`src/rtl/id_ex_operand_stage_if.sv`:
```
// Bundle of the ID/EX operand stage signals: decode request, forwarding
// sources and the registered ALU-side results.
interface id_ex_operand_stage_if #(
    parameter int unsigned DATA_WIDTH  = 32,
    parameter int unsigned REG_ADDR_W  = 5,
    parameter int unsigned CTRL_WIDTH  = 3,
    parameter int unsigned STALL_CNT_W = 16
);
    // Decode side
    logic                   valid_in;
    logic                   ready_out;
    logic                   flush_in;
    logic [REG_ADDR_W-1:0]  rs1_addr_in;
    logic [REG_ADDR_W-1:0]  rs2_addr_in;
    logic [REG_ADDR_W-1:0]  rd_addr_in;
    logic [DATA_WIDTH-1:0]  rs1_data_in;
    logic [DATA_WIDTH-1:0]  rs2_data_in;
    logic [DATA_WIDTH-1:0]  imm_in;
    logic [DATA_WIDTH-1:0]  pc_in;
    logic                   ALUsrc_in;
    logic [CTRL_WIDTH-1:0]  ALUctrl_in;
    logic                   regwrite_in;
    // Forwarding sources
    logic                   exmem_we_in;
    logic [REG_ADDR_W-1:0]  exmem_rd_in;
    logic [DATA_WIDTH-1:0]  exmem_data_in;
    logic                   memwb_we_in;
    logic [REG_ADDR_W-1:0]  memwb_rd_in;
    logic [DATA_WIDTH-1:0]  memwb_data_in;
    // EX side
    logic                   valid_out;
    logic                   ready_in;
    logic [DATA_WIDTH-1:0]  ALUop1_out;
    logic [DATA_WIDTH-1:0]  ALUop2_out;
    logic [CTRL_WIDTH-1:0]  ALUctrl_out;
    logic [DATA_WIDTH-1:0]  store_data_out;
    logic [REG_ADDR_W-1:0]  rd_addr_out;
    logic                   regwrite_out;
    logic [DATA_WIDTH-1:0]  pc_out;
    logic [STALL_CNT_W-1:0] stall_cnt_out;

    // The operand stage itself
    modport slave (
        input  valid_in, flush_in, rs1_addr_in, rs2_addr_in, rd_addr_in,
               rs1_data_in, rs2_data_in, imm_in, pc_in, ALUsrc_in, ALUctrl_in,
               regwrite_in, exmem_we_in, exmem_rd_in, exmem_data_in,
               memwb_we_in, memwb_rd_in, memwb_data_in, ready_in,
        output ready_out, valid_out, ALUop1_out, ALUop2_out, ALUctrl_out,
               store_data_out, rd_addr_out, regwrite_out, pc_out, stall_cnt_out
    );

    // Whoever drives decode/forwarding and consumes the EX side
    modport master (
        output valid_in, flush_in, rs1_addr_in, rs2_addr_in, rd_addr_in,
               rs1_data_in, rs2_data_in, imm_in, pc_in, ALUsrc_in, ALUctrl_in,
               regwrite_in, exmem_we_in, exmem_rd_in, exmem_data_in,
               memwb_we_in, memwb_rd_in, memwb_data_in, ready_in,
        input  ready_out, valid_out, ALUop1_out, ALUop2_out, ALUctrl_out,
               store_data_out, rd_addr_out, regwrite_out, pc_out, stall_cnt_out
    );
endinterface

```
`src/rtl/id_ex_operand_stage.sv`:
```
// ID/EX pipeline register feeding the ALU. Forwards from EX/MEM and MEM/WB at
// capture time, picks register or immediate for operand 2, and counts cycles
// spent stalled by the EX stage.
module id_ex_operand_stage #(
    parameter int unsigned DATA_WIDTH  = 32,
    parameter int unsigned REG_ADDR_W  = 5,
    parameter int unsigned CTRL_WIDTH  = 3,
    parameter int unsigned STALL_CNT_W = 16
) (
    input logic                  clk,
    input logic                  rst_n,
    id_ex_operand_stage_if.slave bus
);

    logic                   r_valid;
    logic [DATA_WIDTH-1:0]  r_op1;
    logic [DATA_WIDTH-1:0]  r_op2;
    logic [CTRL_WIDTH-1:0]  r_ctrl;
    logic [DATA_WIDTH-1:0]  r_store;
    logic [REG_ADDR_W-1:0]  r_rd;
    logic                   r_regwrite;
    logic [DATA_WIDTH-1:0]  r_pc;
    logic [STALL_CNT_W-1:0] r_stall_cnt;

    logic                   w_ready;
    logic                   w_load;
    logic                   w_stalled;
    logic [DATA_WIDTH-1:0]  w_fwd_rs1;
    logic [DATA_WIDTH-1:0]  w_fwd_rs2;

    // x0 reads as zero even if a stale writer claims rd=0; EX/MEM is newer than MEM/WB
    function automatic logic [DATA_WIDTH-1:0] fwd_sel(
        input logic [REG_ADDR_W-1:0] addr,
        input logic [DATA_WIDTH-1:0] rf_data,
        input logic                  ex_we,
        input logic [REG_ADDR_W-1:0] ex_rd,
        input logic [DATA_WIDTH-1:0] ex_data,
        input logic                  wb_we,
        input logic [REG_ADDR_W-1:0] wb_rd,
        input logic [DATA_WIDTH-1:0] wb_data
    );
        if (addr == '0) begin
            return '0;
        end else if (ex_we && (ex_rd == addr)) begin
            return ex_data;
        end else if (wb_we && (wb_rd == addr)) begin
            return wb_data;
        end
        return rf_data;
    endfunction

    assign w_ready   = ~r_valid | bus.ready_in;
    assign w_load    = bus.valid_in & w_ready;
    assign w_stalled = r_valid & ~bus.ready_in & ~bus.flush_in;

    // Per-source forwarding mux evaluated on the incoming instruction
    always_comb begin
        w_fwd_rs1 = fwd_sel(bus.rs1_addr_in, bus.rs1_data_in,
                            bus.exmem_we_in, bus.exmem_rd_in, bus.exmem_data_in,
                            bus.memwb_we_in, bus.memwb_rd_in, bus.memwb_data_in);
        w_fwd_rs2 = fwd_sel(bus.rs2_addr_in, bus.rs2_data_in,
                            bus.exmem_we_in, bus.exmem_rd_in, bus.exmem_data_in,
                            bus.memwb_we_in, bus.memwb_rd_in, bus.memwb_data_in);
    end

    // Pipeline register: flush beats load, load beats drain, otherwise hold
    always_ff @(posedge clk or negedge rst_n) begin
        if (!rst_n) begin
            r_valid    <= 1'b0;
            r_op1      <= '0;
            r_op2      <= '0;
            r_ctrl     <= '0;
            r_store    <= '0;
            r_rd       <= '0;
            r_regwrite <= 1'b0;
            r_pc       <= '0;
        end else if (bus.flush_in) begin
            r_valid <= 1'b0;
        end else if (w_load) begin
            r_valid    <= 1'b1;
            r_op1      <= w_fwd_rs1;
            r_op2      <= bus.ALUsrc_in ? bus.imm_in : w_fwd_rs2;
            r_ctrl     <= bus.ALUctrl_in;
            r_store    <= w_fwd_rs2;
            r_rd       <= bus.rd_addr_in;
            r_regwrite <= bus.regwrite_in;
            r_pc       <= bus.pc_in;
        end else if (bus.ready_in) begin
            // Drained with nothing new; payload left stale behind valid=0
            r_valid <= 1'b0;
        end
    end

    // Saturating count of cycles the EX stage held us off
    always_ff @(posedge clk or negedge rst_n) begin
        if (!rst_n) begin
            r_stall_cnt <= '0;
        end else if (w_stalled && (r_stall_cnt != '1)) begin
            r_stall_cnt <= r_stall_cnt + STALL_CNT_W'(1);
        end
    end

    assign bus.ready_out      = w_ready;
    assign bus.valid_out      = r_valid;
    assign bus.ALUop1_out     = r_op1;
    assign bus.ALUop2_out     = r_op2;
    assign bus.ALUctrl_out    = r_ctrl;
    assign bus.store_data_out = r_store;
    assign bus.rd_addr_out    = r_rd;
    assign bus.regwrite_out   = r_regwrite & r_valid;
    assign bus.pc_out         = r_pc;
    assign bus.stall_cnt_out  = r_stall_cnt;

endmodule

```
`src/flat_wrapper.sv`:
```
// flat-port wrapper written by rule: the top's interface ports become plain ports
module id_ex_operand_stage_flat 
#(
    parameter int unsigned DATA_WIDTH  = 32,
    parameter int unsigned REG_ADDR_W  = 5,
    parameter int unsigned CTRL_WIDTH  = 3,
    parameter int unsigned STALL_CNT_W = 16
)
  (clk, rst_n, bus_valid_in, bus_flush_in, bus_rs1_addr_in, bus_rs2_addr_in, bus_rd_addr_in, bus_rs1_data_in, bus_rs2_data_in, bus_imm_in, bus_pc_in, bus_ALUsrc_in, bus_ALUctrl_in, bus_regwrite_in, bus_exmem_we_in, bus_exmem_rd_in, bus_exmem_data_in, bus_memwb_we_in, bus_memwb_rd_in, bus_memwb_data_in, bus_ready_in, bus_ready_out, bus_valid_out, bus_ALUop1_out, bus_ALUop2_out, bus_ALUctrl_out, bus_store_data_out, bus_rd_addr_out, bus_regwrite_out, bus_pc_out, bus_stall_cnt_out);
  id_ex_operand_stage_if #(.DATA_WIDTH(DATA_WIDTH), .REG_ADDR_W(REG_ADDR_W), .CTRL_WIDTH(CTRL_WIDTH), .STALL_CNT_W(STALL_CNT_W)) bus_i ();
  input logic clk;
  input logic rst_n;
  input wire logic [$bits(bus_i.valid_in)-1:0] bus_valid_in;
  input wire logic [$bits(bus_i.flush_in)-1:0] bus_flush_in;
  input wire logic [$bits(bus_i.rs1_addr_in)-1:0] bus_rs1_addr_in;
  input wire logic [$bits(bus_i.rs2_addr_in)-1:0] bus_rs2_addr_in;
  input wire logic [$bits(bus_i.rd_addr_in)-1:0] bus_rd_addr_in;
  input wire logic [$bits(bus_i.rs1_data_in)-1:0] bus_rs1_data_in;
  input wire logic [$bits(bus_i.rs2_data_in)-1:0] bus_rs2_data_in;
  input wire logic [$bits(bus_i.imm_in)-1:0] bus_imm_in;
  input wire logic [$bits(bus_i.pc_in)-1:0] bus_pc_in;
  input wire logic [$bits(bus_i.ALUsrc_in)-1:0] bus_ALUsrc_in;
  input wire logic [$bits(bus_i.ALUctrl_in)-1:0] bus_ALUctrl_in;
  input wire logic [$bits(bus_i.regwrite_in)-1:0] bus_regwrite_in;
  input wire logic [$bits(bus_i.exmem_we_in)-1:0] bus_exmem_we_in;
  input wire logic [$bits(bus_i.exmem_rd_in)-1:0] bus_exmem_rd_in;
  input wire logic [$bits(bus_i.exmem_data_in)-1:0] bus_exmem_data_in;
  input wire logic [$bits(bus_i.memwb_we_in)-1:0] bus_memwb_we_in;
  input wire logic [$bits(bus_i.memwb_rd_in)-1:0] bus_memwb_rd_in;
  input wire logic [$bits(bus_i.memwb_data_in)-1:0] bus_memwb_data_in;
  input wire logic [$bits(bus_i.ready_in)-1:0] bus_ready_in;
  output wire logic [$bits(bus_i.ready_out)-1:0] bus_ready_out;
  output wire logic [$bits(bus_i.valid_out)-1:0] bus_valid_out;
  output wire logic [$bits(bus_i.ALUop1_out)-1:0] bus_ALUop1_out;
  output wire logic [$bits(bus_i.ALUop2_out)-1:0] bus_ALUop2_out;
  output wire logic [$bits(bus_i.ALUctrl_out)-1:0] bus_ALUctrl_out;
  output wire logic [$bits(bus_i.store_data_out)-1:0] bus_store_data_out;
  output wire logic [$bits(bus_i.rd_addr_out)-1:0] bus_rd_addr_out;
  output wire logic [$bits(bus_i.regwrite_out)-1:0] bus_regwrite_out;
  output wire logic [$bits(bus_i.pc_out)-1:0] bus_pc_out;
  output wire logic [$bits(bus_i.stall_cnt_out)-1:0] bus_stall_cnt_out;
  assign bus_i.valid_in = bus_valid_in;
  assign bus_i.flush_in = bus_flush_in;
  assign bus_i.rs1_addr_in = bus_rs1_addr_in;
  assign bus_i.rs2_addr_in = bus_rs2_addr_in;
  assign bus_i.rd_addr_in = bus_rd_addr_in;
  assign bus_i.rs1_data_in = bus_rs1_data_in;
  assign bus_i.rs2_data_in = bus_rs2_data_in;
  assign bus_i.imm_in = bus_imm_in;
  assign bus_i.pc_in = bus_pc_in;
  assign bus_i.ALUsrc_in = bus_ALUsrc_in;
  assign bus_i.ALUctrl_in = bus_ALUctrl_in;
  assign bus_i.regwrite_in = bus_regwrite_in;
  assign bus_i.exmem_we_in = bus_exmem_we_in;
  assign bus_i.exmem_rd_in = bus_exmem_rd_in;
  assign bus_i.exmem_data_in = bus_exmem_data_in;
  assign bus_i.memwb_we_in = bus_memwb_we_in;
  assign bus_i.memwb_rd_in = bus_memwb_rd_in;
  assign bus_i.memwb_data_in = bus_memwb_data_in;
  assign bus_i.ready_in = bus_ready_in;
  assign bus_ready_out = bus_i.ready_out;
  assign bus_valid_out = bus_i.valid_out;
  assign bus_ALUop1_out = bus_i.ALUop1_out;
  assign bus_ALUop2_out = bus_i.ALUop2_out;
  assign bus_ALUctrl_out = bus_i.ALUctrl_out;
  assign bus_store_data_out = bus_i.store_data_out;
  assign bus_rd_addr_out = bus_i.rd_addr_out;
  assign bus_regwrite_out = bus_i.regwrite_out;
  assign bus_pc_out = bus_i.pc_out;
  assign bus_stall_cnt_out = bus_i.stall_cnt_out;
  id_ex_operand_stage #(.DATA_WIDTH(DATA_WIDTH), .REG_ADDR_W(REG_ADDR_W), .CTRL_WIDTH(CTRL_WIDTH), .STALL_CNT_W(STALL_CNT_W)) u_core (.clk(clk), .rst_n(rst_n), .bus(bus_i));
endmodule
```
`config.mk`:
```
export PLATFORM = sky130hd
export DESIGN_NAME = id_ex_operand_stage_flat
export DESIGN_NICKNAME = d
export VERILOG_FILES = /design/src/rtl/id_ex_operand_stage_if.sv /design/src/rtl/id_ex_operand_stage.sv /design/src/flat_wrapper.sv
export SDC_FILE = /design/constraint.sdc
export NUM_CORES = 1
export LEC_CHECK = 0
export CORE_AREA = 2 2 148 150
export DETAILED_ROUTE_END_ITERATION = 8
export DIE_AREA = 0 0 150 152
export GPL_TIMING_DRIVEN = 0
export PLACE_DENSITY_LB_ADDON = 0.15
export SLEW_MARGIN = 20
export SYNTH_ARGS = -nofsm -noshare
export SYNTH_HDL_FRONTEND = slang
export SYNTH_SLANG_ARGS = --single-unit
```
`constraint.sdc`:
```
create_clock -name clk -period 2.9 [get_ports clk]
set_clock_uncertainty 0.2 [all_clocks]
set_input_delay 0.58 -clock clk [delete_from_list [all_inputs] [get_ports clk]]
set_output_delay 0.58 -clock clk [all_outputs]
set_load 0.03 [all_outputs]
```
==> metrics.md, run 1 <==
| Metric | Value |
|---|---|
| Synth Cell Area | `~0.008 mm2` |
| Family with the most delay on the worst path | `buffers and inverters` |
| Area growth syn-to-layout | `60.7%` |
| Crit path capture | `u_core.bus.store_data_out[1]$_DFFE_PN0P_` |
| Die width | `approximately 150 um` |
| Routed WL per cell | `20.6 um` |
| Reg2reg path depth | `6` |
| Synth area leaders | `dfrtp_1, o221ai_2, nand2_1, mux2i_1, o221ai_1` |
| Rel. slew slack | `between 50% and 60%` |
| Synth top area share | `between 40% and 50%` |
| Layout cells sized above 1 | `a little over a tenth` |
| Syn Inst Count | `749` |
| GRT overflow | `0` |
| Die Ht | `152 um` |
| Post-synth EDFFs | `0` |
| Fmax achieved | `about 360 MHz` |
| Post-place setup slack | `-0.406 ns` |
| Final setup fails | `0` |
| Reg2reg start | `u_core.bus.valid_out$_DFFE_PN0P_` |
| Full die area | `0.0228 mm2` |
| Register Area | `approximately 0.0039 mm2` |
| Crit-path slowest cell | `clkdlybuf4s50_1` |
| Most frequent cell after synthesis | `nand2_1` |
| Row count | `54` |
| YS warnings | `0` |
| Cell Count, Final, Fillers Out | `~1400` |
| Inserted Clock Buffers | `17` |
| Final nets | `1383` |
| Max-Cap Viols | `0` |
| Post-synth top flop | `dfrtp_1` |
| DRT iter0 DRCs | `roughly 460` |
| I/O Pins | `384` |
| # fillers | `1875` |
| Peak VDD IR | `between 0.3 and 0.4 mV` |
| Final Instance Area | `0.0127 mm2` |
| WP buf/inv | `3` |
| Initial antenna violation count | `1` |
| Vias | `~7400` |
| Multi-input gate area | `approximately 0.0036 mm2` |
| Worst Path Arrival | `approximately 2.9 ns` |
| PnR worst setup slack | `approximately 0.11 ns` |
| Final wirelength | `29.8 mm` |
| Final Critical Period | `2.79 ns` |
| Largest stage delay on the critical path | `0.52 ns` |
| Status | `finished, final reports clean` |
| Crit-path cells | `clkdlybuf4s50_1 -> xor2_1 -> nor4_1 -> and3_1 -> buf_2 -> buf_6 -> mux2i_1 -> o221ai_1` |
| RR Endpoint | `u_core.bus.ALUop2_out[28]$_DFFE_PN0P_` |
| HPWL Detailed | `approximately 23 mm` |
| Vias in the first global route | `around 7700` |
| Clk slew on worst S/H paths | `0.07 ns` |
| Via-to-Cell Ratio | `approximately 5` |
| Drt first pass iters | `5` |
| Initial Utilization | `37.1%` |
| R2R Setup Slk | `around 0.47 ns` |
| Sequential area share after synthesis | `between 40% and 50%` |
| DRC | `0` |
| Crit-path max FO | `10` |
| Core Region | `0.0214 mm2` |
| Final hold viol count | `0` |
| Placed Cells | `about 1400` |
| Gr usage total | `a little over a quarter` |
| Antenna-violating nets left | `0` |
| Pwr dens | `about 580 mW/mm2` |
| Post-synthesis cell type count | `39` |
| Crit path depth | `8` |
| Worst-Skew Late Latency | `between 0.4 and 0.5 ns` |
| Asr flop ratio synth | `100%` |
| RePlAce Congestion | `between 0.8 and 0.9` |
| Port Buffers | `between 300 and 400` |
| First-pass GRT wire length | `45.3 mm` |
| Synth area leader | `dfrtp_1` |
| Pin count of the biggest net entering global routing | `85` |
| Crit Path Class | `in -> reg` |
| Area after DPL | `approximately 0.012 mm2` |
| RSZ-0062 raised after global routing | `no` |
| Measured slew at the worst slew-check pin | `around 0.63 ns` |
| CP required | `between 2 and 3 ns` |
| CP Launch Type | `primary input` |
| CTS tree | `built` |
| Crit. End Element | `flop` |
| Crit. Startpoint | `bus_rs2_addr_in[3]` |
| Max Slew Vio Count | `0` |
| Root buf cell | `clkbuf_16` |
| Syn_nets | `between 900 and 1000` |
| Mean Syn Cell Area | `~11 um2` |
| Post-synth top cells | `nand2_1, dfrtp_1, mux2i_1` |
| CTS max path bufs | `2` |
| H-tree levels | `4` |
| Leakage power | `5.35 nW` |
| CTS sink cnt | `approximately 150` |
| Hold/Removal Path Class | `reg -> reg` |
| Final period utilization | `a little over nine tenths` |
| Setup repair bufs after CTS | `0` |
| Register bit total from synthesis | `between 150 and 200` |
state kept, by name, indices dropped and copies added (netlist names):
signal                     cells
u_core.bus.valid_out           1
u_core.bus.rd_addr_out         5
u_core.bus.stall_cnt_out      16
u_core.r_regwrite              1
u_core.bus.ALUop1_out         32
u_core.bus.store_data_out     32
u_core.bus.pc_out             32
u_core.bus.ALUctrl_out         3
u_core.bus.ALUop2_out         32
logic make-up after synthesis:
kind of cell | after synthesis | share of synthesized area (%)
adders and majority gates | 1 | 0.158
AOI/OAI and AO/OA | 136 | 18.4
buffers and inverters | 90 | 5.71
muxes | 65 | 8.24
xor gates and xnor gates | 33 | 3.65
DFF | 154 | 48.7
and+or+nand+nor | 270 | 15.1
what timing repair did:
item	in CTS	in global routing
endpoints found under the setup margin	0	40
hold buffers	1	0
resized for setup	0	3
hold endpoints to repair	70	0
cells in the final DEF, fill, tap and decap left out, types with 2 or more instances in the layout:
master,n
clkdlybuf4s50_1,382
nand2_1,193
dfrtp_1,154
mux2i_1,63
o221ai_2,60
and3_1,37
inv_1,36
o221ai_1,36
a21oi_1,34
clkbuf_1,28
xnor2_1,18
clkbuf_16,17
xor2_1,15
buf_2,14
nand3_1,9
nor2_1,7
buf_6,7
nand4_1,5
nor3_1,4
nor4_1,3
buf_8,3
clkinvlp_4,3
clkbuf_8,3
clkinv_2,3
inv_6,3
clkinv_4,3
or4_1,2
o21a_1,2
or3_1,2
layout make-up:
type	count	share of cell area, %
plain buffers	53	2.46
clock inverters	12	0.709
well taps	280	2.76
clock buffers	20	3.67
inverters	37	1.09
repair buffers	385	30.5
diodes	1	0.0197
multi-input cells	505	28.5
flip-flops and latches	154	30.3
through the flow:
stage	utilization, %	TNS (ns)	hold WS [ns]	power [mW]
6_report	59.5	0	0.275	7.37
5_1_grt	59.5	0	0.293	7.67
4_1_cts	59.5	0	0.276	7.41
3_5_place_dp	56.8	-35.10	0.261	5.27
3_3_place_gp	56.7	-904.73	0.258	5.24
2_1_floorplan	-	0	0.0844	3.97
worst register-to-register path: stages (launching register included):
cell and delay [ns]:
dfrtp_1 0.37, nor2b_4 0.26, or3_1 0.19, clkbuf_1 0.49, clkbuf_1 0.55, a21oi_1 0.19, o221ai_2 0.09
report_power, final:
part,internal (mW),switching [mW]
clock,1.17,0.968
combinational,1.14,1.39
sequential,2.48,0.215
total,4.79,2.58
how the worst min path moves through the flow:
stage                                           from  slack [ns]                                    end  cells past startpoint
3_5_place_dp        u_core.bus.pc_out[5]$_DFFE_PN0P_        0.26       u_core.bus.pc_out[5]$_DFFE_PN0P_                      2
6_report           u_core.bus.pc_out[11]$_DFFE_PN0P_        0.28      u_core.bus.pc_out[11]$_DFFE_PN0P_                      2
2_1_floorplan                                  rst_n        0.08  u_core.bus.ALUctrl_out[0]$_DFFE_PN0P_                      0
4_1_cts             u_core.bus.pc_out[5]$_DFFE_PN0P_        0.28       u_core.bus.pc_out[5]$_DFFE_PN0P_                      2
5_1_grt        u_core.bus.ALUctrl_out[0]$_DFFE_PN0P_        0.29  u_core.bus.ALUctrl_out[0]$_DFFE_PN0P_                      2
3_3_place_gp        u_core.bus.pc_out[2]$_DFFE_PN0P_        0.26       u_core.bus.pc_out[2]$_DFFE_PN0P_                      2
routing by layer:
metal  track usage (%)  part of all wire [%]  wire, um  vias up
met2              44.4                    50     14800      270
met3              6.19                   7.2      2150       54
met1              32.3                    40     12000     3591
met5                 0                     0         0        -
li1                  -                     -         -     3487
met4              9.39                   2.9       860        0
No activity file was read; power rests on OpenSTA's default activity.
==> run 2: changes to the inputs <==
--- a/config.mk
+++ b/config.mk
@@ -10,6 +10,7 @@
 export DIE_AREA = 0 0 150 152
 export GPL_TIMING_DRIVEN = 0
 export PLACE_DENSITY_LB_ADDON = 0.15
+export SETUP_SLACK_MARGIN = 0.5
 export SLEW_MARGIN = 20
 export SYNTH_ARGS = -nofsm -noshare
 export SYNTH_HDL_FRONTEND = slang
==> run 2 against run 1 <==
Compared with the run above: final cell count rose by 0.90%; first-iteration DRC count rose by 14%; hold slack barely moved; via count rose by 1.6%; final area rose by 6.0%; count of clock-buffer cells in the layout did not move; sequential cell count did not move; global-route usage rose by 0.37 points; largest power group unchanged.
==> metrics.md, run 2 (synthesized netlist as in run 1, its figures left out) <==
| Metric | Value |
|---|---|
| Cell Count, Final, Fillers Out | `1460 (+0.90%)` |
| Crit-path cells | `clkdlybuf4s50_1 -> xor2_1 -> nor4_1 -> and3_1 -> buf_6 -> buf_12 -> mux2i_2 -> o221ai_2` |
| Final nets | `1395 (+0.87%)` |
| Pin count of the biggest net entering global routing | `85 (unchanged)` |
| Hold WS | `0.275 ns (-0.000392 ns)` |
| Core Util, Final | `63.1% (+3.6 points)` |
| CP required | `3.00 ns (+0.02 ns)` |
| Initial antenna violation count | `2 (+1)` |
| Clk slew on worst S/H paths | `0.07 ns (about the same)` |
| Initial Utilization | `37.1% (unchanged)` |
| H-tree levels | `4 (unchanged)` |
| Core Region | `0.0214 mm2 (unchanged)` |
| CP Launch Type | `primary input` |
| Final setup fails | `0 (unchanged)` |
| Sw frac | `35.1% (+0.15 points)` |
| Hold Path Origin | `u_core.bus.pc_out[11]$_DFFE_PN0P_` |
| Measured slew at the worst slew-check pin | `0.588 ns (-0.0436 ns)` |
| GRT overflow | `0 (unchanged)` |
| Row count | `54 (unchanged)` |
| R2R Setup Slk | `0.71 ns (+0.24 ns)` |
| Placed Cells | `1413 (unchanged)` |
| RePlAce Congestion | `0.837 (unchanged)` |
| Leading cell type in the layout, fill and taps excluded | `clkdlybuf4s50_1` |
| RR Endpoint | `u_core.bus.stall_cnt_out[1]$_DFFE_PN0P_` |
| Crit-path max FO | `10 (unchanged)` |
| Sequential power share | `36.2% (-0.4 points)` |
| Layout cells sized above 1 | `17.4% (+6.5 points)` |
| Final period utilization | `81.8% (-14 points)` |
| Root buf cell | `clkbuf_16` |
| Full die area | `0.0228 mm2 (unchanged)` |
| Reg2reg path depth | `5 (-1)` |
| PnR worst setup slack | `0.526 ns (+0.411 ns)` |
| Crit-path slowest cell | `clkdlybuf4s50_1` |
| CTS sink cnt | `154 (unchanged)` |
| Routed WL per cell | `20.9 um (+1.3%)` |
| Final hold viol count | `0 (unchanged)` |
| Rel. slew slack | `60.5% (+2.5 points)` |
| Final Critical Period | `2.37 ns (-0.411 ns)` |
| Commonest non-fill, non-tap cells in the layout | `clkdlybuf4s50_1, nand2_1, dfrtp_1` |
| Internal power | `4.84 mW (+0.99%)` |
| Port Buffers | `383 (unchanged)` |
| Worst Path Arrival | `2.48 ns (-0.39 ns)` |
| Area growth syn-to-layout | `70.3%` |
| Crit. Startpoint | `bus_memwb_rd_in[3]` |
| Pwr dens | `553 mW/mm2 (-4.5%)` |
| Die width | `150 um (unchanged)` |
| Combinational fraction of design power | `35.2% (+0.8 points)` |
| CTS max path bufs | `2 (unchanged)` |
| Fmax achieved | `421 MHz (+17%)` |
| Vias in the first global route | `7879 (+2.7%)` |
| Inserted Clock Buffers | `17 (unchanged)` |
| CTS tree | `built` |
| Hold path depth | `2 (unchanged)` |
| HPWL Detailed | `22.6 mm (unchanged)` |
| Reg2reg start | `u_core.bus.stall_cnt_out[1]$_DFFE_PN0P_` |
| Via-to-Cell Ratio | `5.15 (+0.69%)` |
| Largest stage delay on the critical path | `0.44 ns (-0.08 ns)` |
| Vias | `7520 (+1.6%)` |
| Power share of the clock group | `28.7% (-0.3 points)` |
| Worst-Skew Late Latency | `0.43 ns (about the same)` |
| Die Ht | `152 um (unchanged)` |
| First-pass GRT wire length | `46.1 mm (+1.7%)` |
| Crit. End Element | `flop` |
| Max Slew Vio Count | `0 (unchanged)` |
| Status | `finished, final reports clean` |
| Crit Path Class | `in -> reg` |
| Leakage power | `5.79 nW (+8.3%)` |
| Hold/Removal Path Class | `reg -> reg` |
| Post-place setup slack | `-0.406 ns (unchanged)` |
| Final wirelength | `30.5 mm (+2.3%)` |
| DRC | `0 (unchanged)` |
| Net Sw Power | `2.62 mW (+1.7%)` |
| Gr usage total | `26.5% (+0.37 points)` |
| Antenna-violating nets left | `0 (unchanged)` |
| DRT iter0 DRCs | `521 (+14%)` |
| I/O Pins | `384 (unchanged)` |
| Hold EP | `u_core.bus.pc_out[11]$_DFFE_PN0P_` |
| Drt first pass iters | `6 (+1)` |
| Peak VDD IR | `0.396 mV (-0.16%)` |
| Max-Cap Viols | `0 (unchanged)` |
| RSZ-0062 raised after global routing | `yes` |
-- run 2: cell type report --
cell class,instances,area [um2]
antenna,2,5.00
buffer,53,457
clock buffer,20,467
clock inverter,12,90.1
fill,1796,7880
inverter,37,139
multi-input combinational,505,4070
sequential,154,3850
tap,280,350
timing repair buffer,397,4040
-- run 2: power groups by stage --
stage	sequential, mW	combinational (mW)	clock (mW)
2_1_floorplan	3.37	0.591	0
3_3_place_gp	2.72	2.52	0
3_5_place_dp	2.73	2.54	0
4_1_cts	2.69	2.61	2.17
5_1_grt	2.73	2.78	2.25
6_report	2.70	2.62	2.14
-- run 2: per-stage QoR --
step | instance area [um2] | TNS (ns) | total power [mW]
final | 13500 | 0 | 7.46
after global routing | 13500 | 0 | 7.76
after CTS | 13200 | 0 | 7.47
after detailed placement | 12100 | -35.10 | 5.27
after global placement | 12100 | -904.73 | 5.24
after floorplan | 7910 | 0 | 3.97
-- run 2: worst max path at each step --
stage | endpoint | slack [ns] | cells after the start
floorplan | u_core.bus.stall_cnt_out[1]$_DFFE_PN0P_ | 0.69 | 5
global placement | u_core.bus.rd_addr_out[0]$_DFFE_PN0P_ | -5.70 | 1
detailed placement | u_core.bus.rd_addr_out[3]$_DFFE_PN0P_ | -0.41 | 6
CTS | u_core.bus.ALUop1_out[21]$_DFFE_PN0P_ | 0.41 | 8
global route | u_core.bus.ALUop2_out[2]$_DFFE_PN0P_ | 0.47 | 7
finish | u_core.bus.ALUop1_out[3]$_DFFE_PN0P_ | 0.53 | 8
-- run 2: per-layer routing --
| metal | vias to the layer above | global-route usage [%] | wire length [um] |
|---|---|---|---|
| met2 | 288 | 44.5 | 15100 |
| met5 | - | 0 | 0 |
| met4 | 0 | 10.9 | 1060 |
| met1 | 3654 | 32.7 | 12300 |
| met3 | 60 | 6.10 | 2070 |
| li1 | 3518 | - | - |
-- run 2: critical path: cells and delay by family --
family,cells,cell delay (ns)
buffers and inverters,3,0.78
XOR/XNOR,1,0.17
multiplexers,1,0.29
AND/OR/NAND/NOR,2,0.52
AO/OA/AOI/OAI,1,0.12
-- run 2: what timing repair did --
item                       CTS  global route
hold endpoints to repair    70             0
setup endpoints to repair  140            99
buffers inserted             7             2
cloned                       0             3
pin swaps                    2             3
resized for setup          109            52
hold buffers                 1             0
